$ cat config.mk
export PLATFORM = sky130hd
export DESIGN_NAME = flexka_cmd_issuer_flat
export DESIGN_NICKNAME = d
export VERILOG_FILES = /design/src/rtl/flexka_cmd_issuer_if.sv /design/src/rtl/flexka_cmd_issuer.sv /design/src/flat_wrapper.sv
export SDC_FILE = /design/constraint.sdc
export NUM_CORES = 1
export LEC_CHECK = 0
export CAP_MARGIN = 15
export CORE_UTILIZATION = 48
export DETAILED_ROUTE_END_ITERATION = 8
export PLACE_DENSITY = 0.81
export SYNTH_ARGS = -nofsm -noshare
export SYNTH_HDL_FRONTEND = slang
export SYNTH_SLANG_ARGS = --single-unit
$ cat constraint.sdc
create_clock -name clk -period 4.7 [get_ports clk]
set_input_delay 1.175 -clock clk [delete_from_list [all_inputs] [get_ports clk]]
set_output_delay 1.175 -clock clk [all_outputs]
set_load 0.01 [all_outputs]
$ cat src/rtl/flexka_cmd_issuer_if.sv
// flexka_cmd_issuer_if: job request, operand stream and CommandDataPort bundle for the issuer.
interface flexka_cmd_issuer_if #(
    parameter int FSIZE         = 64,
    parameter int COMMAND_WIDTH = 8
);
    logic                     start;
    logic                     abort;
    logic [15:0]              size_a;
    logic [15:0]              size_b;
    logic [31:0]              out_addr;
    logic                     opnd_valid;
    logic                     opnd_ready;
    logic [FSIZE-1:0]         opnd_data;
    logic                     cmd_valid;
    logic [COMMAND_WIDTH-1:0] cmd_command;
    logic [FSIZE-1:0]         cmd_data0;
    logic [FSIZE-1:0]         cmd_data1;
    logic                     busy;
    logic                     done;
    logic                     err;

    modport master (
        output start, abort, size_a, size_b, out_addr, opnd_valid, opnd_data,
        input  opnd_ready, cmd_valid, cmd_command, cmd_data0, cmd_data1, busy, done, err
    );

    modport slave (
        input  start, abort, size_a, size_b, out_addr, opnd_valid, opnd_data,
        output opnd_ready, cmd_valid, cmd_command, cmd_data0, cmd_data1, busy, done, err
    );
endinterface

$ cat src/rtl/flexka_cmd_issuer.sv
// flexka_cmd_issuer: turns a multiply job into RESET/SIZE/OUTADDR/DATA/KARATSUBA command beats,
// streaming operand words from a valid/ready port with one registered beat per cycle.
module flexka_cmd_issuer #(
    parameter int FSIZE         = 64,
    parameter int COMMAND_WIDTH = 8,
    parameter int MAX_WORDS     = 10240
) (
    input  logic               clk,
    input  logic               rstn,
    flexka_cmd_issuer_if.slave bus
);
    typedef enum logic [3:0] {IDLE, RST, SZA, SZB, OADDR, DATA_A, DATA_B, KICK, FIN} state_t;

    localparam logic [COMMAND_WIDTH-1:0] OP_RESET  = COMMAND_WIDTH'(1);
    localparam logic [COMMAND_WIDTH-1:0] OP_SIZE_A = COMMAND_WIDTH'(2);
    localparam logic [COMMAND_WIDTH-1:0] OP_SIZE_B = COMMAND_WIDTH'(3);
    localparam logic [COMMAND_WIDTH-1:0] OP_DATA_A = COMMAND_WIDTH'(4);
    localparam logic [COMMAND_WIDTH-1:0] OP_DATA_B = COMMAND_WIDTH'(5);
    localparam logic [COMMAND_WIDTH-1:0] OP_KARA   = COMMAND_WIDTH'(6);
    localparam logic [COMMAND_WIDTH-1:0] OP_OADDR  = COMMAND_WIDTH'(7);
    localparam logic [16:0]              MAXW      = 17'(MAX_WORDS);

    state_t                   r_state;
    logic [15:0]              r_size_a;
    logic [15:0]              r_size_b;
    logic [15:0]              r_idx;
    logic [31:0]              r_out_addr;
    logic                     r_cmd_valid;
    logic [COMMAND_WIDTH-1:0] r_cmd;
    logic [FSIZE-1:0]         r_data0;
    logic [FSIZE-1:0]         r_data1;
    logic                     r_busy;
    logic                     r_done;
    logic                     r_err;
    logic                     w_in_data;
    logic                     w_abort;
    logic                     w_ready;
    logic                     w_hs;
    logic                     w_last;
    logic                     w_size_ok;

    assign w_in_data = r_state == DATA_A || r_state == DATA_B;
    assign w_abort   = bus.abort && r_state != IDLE;
    // abort drops ready at once so a word offered in the abort cycle is never consumed
    assign w_ready   = rstn && w_in_data && !bus.abort;
    assign w_hs      = w_ready && bus.opnd_valid;
    assign w_last    = r_idx == (r_state == DATA_A ? r_size_a : r_size_b) - 16'd1;
    assign w_size_ok = bus.size_a != 16'd0 && bus.size_b != 16'd0 &&
                       {1'b0, bus.size_a} <= MAXW && {1'b0, bus.size_b} <= MAXW;

    assign bus.opnd_ready  = w_ready;
    assign bus.cmd_valid   = r_cmd_valid;
    assign bus.cmd_command = r_cmd;
    assign bus.cmd_data0   = r_data0;
    assign bus.cmd_data1   = r_data1;
    assign bus.busy        = r_busy;
    assign bus.done        = r_done;
    assign bus.err         = r_err;

    // RST/SZA/SZB name the preamble beat on the port; OUTADDR launches while leaving SZB so
    // operands are accepted from the fourth cycle, which leaves OADDR without a cycle of its own
    always_ff @(posedge clk or negedge rstn) begin
        if (!rstn) begin
            r_state     <= IDLE;
            r_size_a    <= '0;
            r_size_b    <= '0;
            r_idx       <= '0;
            r_out_addr  <= '0;
            r_cmd_valid <= 1'b0;
            r_cmd       <= '0;
            r_data0     <= '0;
            r_data1     <= '0;
            r_busy      <= 1'b0;
            r_done      <= 1'b0;
            r_err       <= 1'b0;
        end else begin
            r_cmd_valid <= 1'b0;
            r_done      <= 1'b0;
            r_err       <= 1'b0;
            if (w_abort) begin
                r_state     <= IDLE;
                r_busy      <= 1'b0;
                r_idx       <= '0;
                r_cmd_valid <= 1'b1;
                r_cmd       <= OP_RESET;
                r_data0     <= '0;
                r_data1     <= '0;
            end else begin
                case (r_state)
                    IDLE: if (bus.start) begin
                        if (w_size_ok) begin
                            r_state     <= RST;
                            r_busy      <= 1'b1;
                            r_size_a    <= bus.size_a;
                            r_size_b    <= bus.size_b;
                            r_out_addr  <= bus.out_addr;
                            r_idx       <= '0;
                            r_cmd_valid <= 1'b1;
                            r_cmd       <= OP_RESET;
                            r_data0     <= '0;
                            r_data1     <= '0;
                        end else begin
                            r_err <= 1'b1;
                        end
                    end
                    RST: begin
                        r_state     <= SZA;
                        r_cmd_valid <= 1'b1;
                        r_cmd       <= OP_SIZE_A;
                        r_data0     <= FSIZE'(r_size_a);
                        r_data1     <= '0;
                    end
                    SZA: begin
                        r_state     <= SZB;
                        r_cmd_valid <= 1'b1;
                        r_cmd       <= OP_SIZE_B;
                        r_data0     <= FSIZE'(r_size_b);
                        r_data1     <= '0;
                    end
                    SZB, OADDR: begin
                        r_state     <= DATA_A;
                        r_idx       <= '0;
                        r_cmd_valid <= 1'b1;
                        r_cmd       <= OP_OADDR;
                        r_data0     <= FSIZE'(r_out_addr);
                        r_data1     <= '0;
                    end
                    DATA_A, DATA_B: if (w_hs) begin
                        r_cmd_valid <= 1'b1;
                        r_cmd       <= r_state == DATA_A ? OP_DATA_A : OP_DATA_B;
                        r_data0     <= FSIZE'(r_idx);
                        r_data1     <= bus.opnd_data;
                        r_idx       <= w_last ? '0 : r_idx + 16'd1;
                        if (w_last) r_state <= r_state == DATA_A ? DATA_B : KICK;
                    end
                    KICK: begin
                        r_state     <= FIN;
                        r_cmd_valid <= 1'b1;
                        r_cmd       <= OP_KARA;
                        r_data0     <= '0;
                        r_data1     <= '0;
                    end
                    FIN: begin
                        r_state <= IDLE;
                        r_busy  <= 1'b0;
                        r_done  <= 1'b1;
                    end
                    default: r_state <= IDLE;
                endcase
            end
        end
    end
endmodule
$ cat src/flat_wrapper.sv
// flat-port wrapper written by rule: the top's interface ports become plain ports
module flexka_cmd_issuer_flat 
#(
    parameter int FSIZE         = 64,
    parameter int COMMAND_WIDTH = 8,
    parameter int MAX_WORDS     = 10240
)
  (clk, rstn, bus_start, bus_abort, bus_size_a, bus_size_b, bus_out_addr, bus_opnd_valid, bus_opnd_data, bus_opnd_ready, bus_cmd_valid, bus_cmd_command, bus_cmd_data0, bus_cmd_data1, bus_busy, bus_done, bus_err);
  flexka_cmd_issuer_if #(.FSIZE(FSIZE), .COMMAND_WIDTH(COMMAND_WIDTH)) bus_i ();
  input  logic clk;
  input  logic rstn;
  input wire logic [$bits(bus_i.start)-1:0] bus_start;
  input wire logic [$bits(bus_i.abort)-1:0] bus_abort;
  input wire logic [$bits(bus_i.size_a)-1:0] bus_size_a;
  input wire logic [$bits(bus_i.size_b)-1:0] bus_size_b;
  input wire logic [$bits(bus_i.out_addr)-1:0] bus_out_addr;
  input wire logic [$bits(bus_i.opnd_valid)-1:0] bus_opnd_valid;
  input wire logic [$bits(bus_i.opnd_data)-1:0] bus_opnd_data;
  output wire logic [$bits(bus_i.opnd_ready)-1:0] bus_opnd_ready;
  output wire logic [$bits(bus_i.cmd_valid)-1:0] bus_cmd_valid;
  output wire logic [$bits(bus_i.cmd_command)-1:0] bus_cmd_command;
  output wire logic [$bits(bus_i.cmd_data0)-1:0] bus_cmd_data0;
  output wire logic [$bits(bus_i.cmd_data1)-1:0] bus_cmd_data1;
  output wire logic [$bits(bus_i.busy)-1:0] bus_busy;
  output wire logic [$bits(bus_i.done)-1:0] bus_done;
  output wire logic [$bits(bus_i.err)-1:0] bus_err;
  assign bus_i.start = bus_start;
  assign bus_i.abort = bus_abort;
  assign bus_i.size_a = bus_size_a;
  assign bus_i.size_b = bus_size_b;
  assign bus_i.out_addr = bus_out_addr;
  assign bus_i.opnd_valid = bus_opnd_valid;
  assign bus_i.opnd_data = bus_opnd_data;
  assign bus_opnd_ready = bus_i.opnd_ready;
  assign bus_cmd_valid = bus_i.cmd_valid;
  assign bus_cmd_command = bus_i.cmd_command;
  assign bus_cmd_data0 = bus_i.cmd_data0;
  assign bus_cmd_data1 = bus_i.cmd_data1;
  assign bus_busy = bus_i.busy;
  assign bus_done = bus_i.done;
  assign bus_err = bus_i.err;
  flexka_cmd_issuer #(.FSIZE(FSIZE), .COMMAND_WIDTH(COMMAND_WIDTH), .MAX_WORDS(MAX_WORDS)) u_core (.clk(clk), .rstn(rstn), .bus(bus_i));
endmodule
== After elaboration in Yosys (flattened, before gate mapping) ==
Index checks and enable logic that the tools add are counted.

* Reduce and logical (&&, ||, !) cells: 26
* Add/subtract/negate cells: 2
* Equal/unequal tests: 13
* Bitwise operators: 1
* Multiplexer cells: 43
* $lt $le $gt $ge: 2

{| class="wikitable"
|+ Operators with widths
! operator !! count
|-
| two-way mux 64 bit || 6
|-
| one-hot mux 64 bit (6 select lines) || 1
|-
| one-hot mux 64 bit (3 select lines) || 1
|-
| two-way mux 16 bit || 6
|-
| one-hot mux 16 bit (3 select lines) || 1
|-
| one-hot mux 8 bit (6 select lines) || 1
|-
| less-or-equal comparator 16 x 14 -> 1 bit, second input constant || 2
|-
| two-way mux 8 bit || 4
|-
| nonzero test 16 bit || 2
|-
| one-hot mux 4 bit (6 select lines) || 1
|-
| two-way mux 4 bit || 5
|-
| AND reduction 4 bit || 5
|-
| adder 16 x 1 -> 16 bit, second input constant || 1
|-
| == test 16 bit || 1
|-
| == test 4 x 3 -> 1 bit, second input constant || 4
|-
| subtractor 16 x 1 -> 16 bit, second input constant || 1
|-
| two-way mux 1 bit || 15
|-
| nonzero test 4 bit || 3
|-
| != test 3 x 1 -> 1 bit, second input constant || 3
|-
| == test 4 x 2 -> 1 bit, second input constant || 2
|-
| logical AND 1 bit || 7
|-
| nonzero test 7 bit || 1
|-
| OR reduction 5 bit || 1
|-
| == test 4 x 1 -> 1 bit, second input constant || 1
|-
| 11 further kinds || 12
|}

* Output and inout port bits: 141
* Bits in registers: 224

== Depth between registers and ports, before layout ==
* Depth in word-level cells: 8
* Depth in mapped cells: 16
* Depth with buffers taken out: 11

== Worst setup path before layout ==
Ideal clock, no wire load.

* Path kind: register to register
* From: reg u_core.r_state[3]
* To: reg u_core.r_idx[0]
* Arrival time: 3.228 ns
* Stages on the path, launching flop included: 15
* Setup slack: 1.348 ns
* Required time: 4.575 ns
* Cell sequence: dfrtp_1 and4bb_1 buf_4 buf_2 mux2i_1 ha_1 xor2_1 o21ai_0 or4_1 nor4_1 o2111ai_1 o21ai_2 buf_6 nor2_2 mux2_2

* Word-level cells in the longest chain between the ends: 8
* Elaborated cells between the ends (all ways): 25

{| class="wikitable"
|+ RTL lines
! what !! line !! text
|-
| from (decl) || flexka_cmd_issuer.sv:23 || <nowiki>state_t r_state;</nowiki>
|-
| from (signal assigned) || flexka_cmd_issuer.sv:134 || <nowiki>if (w_last) r_state <= r_state == DATA_A ? DATA_B : KICK;</nowiki>
|-
| == test 4 x 3 -> 1 bit || flexka_cmd_issuer.sv:42, flexka_cmd_issuer.sv:47, flexka_cmd_issuer.sv:89 ||
|-
| two-way mux 16 bit || flexka_cmd_issuer.sv:47 || <nowiki>assign w_last = r_idx == (r_state == DATA_A ? r_size_a : r_size_b) - 16'd1;</nowiki>
|-
| subtractor 16 x 1 -> 16 bit || flexka_cmd_issuer.sv:47 ||
|-
| == test 16 bit || flexka_cmd_issuer.sv:47 ||
|-
| two-way mux 16 bit || flexka_cmd_issuer.sv:133 || <nowiki>r_idx <= w_last ? '0 : r_idx + 16'd1;</nowiki>
|-
| two-way mux 16 bit || flexka_cmd_issuer.sv:128 || <nowiki>DATA_A, DATA_B: if (w_hs) begin</nowiki>
|-
| one-hot mux 16 bit (3 select lines) || flexka_cmd_issuer.sv:89 || <nowiki>case (r_state)</nowiki>
|-
| two-way mux 16 bit || flexka_cmd_issuer.sv:80 || <nowiki>if (w_abort) begin</nowiki>
|-
| to (signal assigned) || flexka_cmd_issuer.sv:133 ||
|-
| to (decl) || flexka_cmd_issuer.sv:26 || <nowiki>logic [15:0] r_idx;</nowiki>
|}

Several ways; a longest one is shown, not always the timed one. The select of a mux whose other input is x is not followed.
A chain may end at the register's enable or synchronous reset.

== Worst setup path after layout ==
* From: reg u_core.r_state[2]
* To: reg u_core.r_idx[13]

The elaborated chain is that of the path after synthesis.

==> results.md <==
Status:
- The run finished with clean final reports.

Placement:
- The number of buffers added on ports is 236.
- The final HPWL from detailed placement is 17500 microns.
- The final RePlAce weighted congestion is 0.894.

Setup path:
- The biggest fanout along the worst timing path is 18.
- The largest individual stage delay along the critical path comes from the cell dfrtp_1.
- The category of the most critical setup path is flip-flop to flip-flop.
- In this design, the stage delay of the slowest critical-path cell is 0.67 ns.
- Traced cell by cell, the critical path runs through and4bb_1, mux2i_1, ha_1, xor2_1, o21ai_0, or4_1, nor4_1, o2111ai_1, o21ai_2, and2_1, nor2_1.
- On the critical path the largest part of the delay comes from simple AND/OR/NAND/NOR gates.
- The critical path contains buffers and inverters numbering 0 combined.
- The critical path data required time is around 5 ns.
- The type of element launching the critical path is a flip-flop.
- Data on the critical path arrives at its endpoint at 4.39 ns.
- The critical path endpoint category is a flip-flop.

STA:
- The slew of the pin with the lowest slew margin is 0.882 ns.
- Setup repair after global routing left no endpoint under its margin.
- Measured against its own limit, the worst slew margin works out to between 40% and 50%.
- The total negative slack is 0 ns.
- Counting I/O delays and the setup requirement, the final critical path takes 4.08 ns.
- The number of slew-limit violations in the final report came to 0.
- The highest clock frequency the design can meet is around 250 MHz.
- The final worst clock skew is 0.0103 ns.
- The part of the cycle the worst path needs is 86.8%.
- Setup violations remaining at the end of the flow were counted as 0.
- The worst hold slack is 0.476 ns.
- The hold violation count in the final report is 0.

GRT:
- The global routing usage summed across all routing layers is about a quarter.
- The residual overflow from global routing is 0.
- The first global-routing pass estimated 39800 microns of wire.
- Entering global routing, the biggest net connects 131 pins.
- The number of antenna violations at the first check in global routing is 0.
- The number of global-route vias before repair came to 7355.

Synth:
- The synthesized design contains 0 enable-type register cells.
- The xor/xnor cell area share of the yosys netlist is 2.99%.
- The most used flip-flop cell after synthesis is dfrtp_1.
- The number of distinct library cells after synthesis is 60.
- Of the post-synthesis cell area, the part taken by muxes is 9.32%.
- Summing the areas of all compound-gate instances in the mapped netlist gives 14.4% of the synthesized area.
- In this run the cell area of the synthesized design comes to 9090 sq um.
- After synthesis, the share of flip-flops with an asynchronous set or reset is 100%.
- After synthesis, the largest family of logic cells by area is simple AND/OR/NAND/NOR gates.
- The post-synthesis instance total is 895.
- Yosys printed 0 warnings.
- The synthesized netlist devotes less than 1% of its cell area to adder and majority cells.
- The top cell type's share of synthesized area is about half.
- The synthesized design contains about 190 register bits.
- By area the synthesized netlist is led by dfrtp_1 (51%), mux2_2 (7.6%), nand2_1 (6.9%), o21ai_0 (4.2%), buf_4 (3.2%).
- The synthesized design spends more area on one cell type than any other, namely dfrtp_1.
- Sequential elements use about 51% of the synthesized area.
- After Yosys synthesis, and, or, nand and nor cells account for 15.5% of the synthesized area.
- The mean cell area of the mapped netlist is approximately 10 sq um.

Detailed routing:
- Summed over all layers, the routed wires come to around 25000 microns.
- Summing over every cut layer, the via total after detailed routing is 7573.
- After detailed routing, the number of remaining DRC violations is 0.
- The number of routed nets with antenna violations is 0.
- After detailed routing, the number of vias per cell comes to 5.61.
- The iteration-0 DRC count of the detailed router is around 670.
- Dividing the detail-routed wire length by the instance count gives 18.2 microns.
- The number of optimization iterations in the first detailed-route pass is 6.

Floorplan:
- The die area is a little under 20000 sq um.
- The floorplan step set the die width to 140 microns.
- In this run the standard cell core region covers 18300 sq um.
- Measured along the y axis, the die boundary spans 140 microns.
- The starting density of the core is about 50%.
- The count of pins on the block boundary is 274.
- After floorplanning, the core was divided into 49 placement rows.

Clocking:
- The clock insertion delay at the later pin of the skew report is ~0.44 ns.
- The total number of H-tree levels is 4.
- Clock tree synthesis inserted a total of 17 buffers.
- Post-CTS timing repair inserted 0 buffers for setup.
- Clock-pin slew was measured on the worst setup and hold paths at approximately 0.070 ns.
- Counting along the longest clock path gives a buffer depth of 2.
- TritonCTS built the clock tree.
- Gates resized during post-CTS repair numbered 0.
- The count of hold buffers inserted by post-cts repair is 0.
- Counting every sink on the clock net gives 187.
- The buffer cell driving the clock tree root is clkbuf_16.

Layout:
- The library cells used most frequently in the layout, excluding fill and tap cells, are clkdlybuf4s50_1 (235), dfrtp_1 (187), nand2_1 (166).
- The net count of the finished layout is 1243.
- Of the cells placed in the final design, the portion with a size suffix greater than 1 is 11.2%.
- The number of antenna diodes in the final layout is 0.
- The layout has between 1000 and 1500 filler cells.
- The most common cell after layout, fill and taps aside is clkdlybuf4s50_1.
- The layout-stage area growth over the synthesis result is 33.9%.

Run:
- The tool flagged a number of max-cap violations equal to 0.

Worst hold path:
- In this run the worst hold path is classified as flip-flop to flip-flop.

Power and ir drop:
- IR analysis of the VDD net gives a maximum drop of 0.316 mV.
- The total power per unit cell area is 490 nW/um^2.
- For this design the static power due to leakage is 5.31 nW.
[layer usage]
layer / wire length, microns / global-route usage [%]
met4: 716 / 10.5
met1: 10100 / 34.2
met2: 11800 / 41.7
met3: 1910 / 6.64
met5: 0 / 0
[state kept, by name (all words and copies together) (netlist names)]
| signal | flops |
|---|---|
| u_core.bus.cmd_valid | 1 |
| u_core.bus.cmd_data0 | 32 |
| u_core.bus.err | 1 |
| u_core.r_idx | 16 |
| u_core.r_state | 4 |
| u_core.r_size_a | 16 |
| u_core.bus.cmd_data1 | 64 |
| u_core.bus.busy | 1 |
| u_core.bus.cmd_command | 3 |
| u_core.r_size_b | 16 |
| u_core.bus.done | 1 |
| u_core.r_out_addr | 32 |
[synthesized netlist by cell type, types with 5 or more instances]
master / n
xor2_1: 18
nand4_1: 12
nand3_1: 11
nand2b_1: 5
xnor2_1: 13
clkbuf_1: 41
buf_4: 39
buf_2: 10
nor3_1: 15
a222oi_1: 16
nand2_1: 166
nor4_1: 12
inv_1: 5
or4_1: 7
nor2b_1: 9
a211oi_1: 17
a21oi_1: 11
a21o_1: 17
o21ai_0: 77
mux2i_1: 16
a31oi_1: 5
mux2_2: 61
and3_1: 12
a22o_1: 23
buf_1: 7
dfrtp_1: 187
nor2_1: 31
[cell type report]
type                            instances  area (sq um)  area share, %
Tap cell                              229           287           2.35
Multi-Input combinational cell        641          4010           33.0
Sequential cell                       187          4680           38.4
Timing Repair Buffer                  256          2540           20.9
Clock buffer                           18           429           3.53
Clock inverter                         14           203           1.67
Inverter                                5          18.8          0.154
[worst reg2reg max path, stage by stage, from the launching register on]
cell and delay [ns]:
dfrtp_1 0.67, and4bb_1 0.39, mux2i_1 0.31, ha_1 0.28
xor2_1 0.15, o21ai_0 0.10, or4_1 0.51, nor4_1 0.42
o2111ai_1 0.22, o21ai_2 0.45, and2_1 0.36, nor2_1 0.09
[per-stage QoR]
stage / setup WS (ns) / cells / utilization (%) / cell area, sq um / total power [W]
finish: 0.620 / 1350 / 66.6 / 12200 / 0.00596
global route: 0.281 / 1350 / 66.6 / 12200 / 0.00633
CTS: 0.648 / 1350 / 66.6 / 12200 / 0.00596
detailed placement: 0.552 / 1318 / 63.2 / 11500 / 0.00443
global placement: 0.619 / 1318 / 63.2 / 11500 / 0.00438
floorplan: 1.35 / 931 / - / 9230 / 0.00362
[worst paths after layout]
path                       slack, ns  cells past startpoint                  endpoint                     start
setup / recovery                0.62                     11          u_core.r_idx[13]         u_core.r_state[2]
hold / removal                  0.48                      1  u_core.bus.cmd_data0[12]  u_core.bus.cmd_data0[12]
setup reg to reg                0.62                     11          u_core.r_idx[13]         u_core.r_state[2]
hold reg to reg                 0.48                      1  u_core.bus.cmd_data0[12]  u_core.bus.cmd_data0[12]
max in group asynchronous       2.73                      2  u_core.bus.cmd_data1[46]                      rstn
min in group asynchronous       0.70                      1       u_core.r_size_b[12]                      rstn
[logic make-up after synthesis]
kind of cell / after synthesis
xor gates and xnor gates: 31
buffers and inverters: 103
and+or+nand+nor: 303
AOI/OAI and AO/OA: 191
muxes: 77
adders and majority gates: 2
DFF: 187
other: 1
[power breakdown]
| part | internal (W) | total (W) | switching [W] |
|---|---|---|---|
| registers | 0.00189 | 0.00219 | 0.000298 |
| logic | 0.000931 | 0.00224 | 0.00131 |
| clock network | 0.000860 | 0.00153 | 0.000674 |
Power figures use the tool's default switching activity.
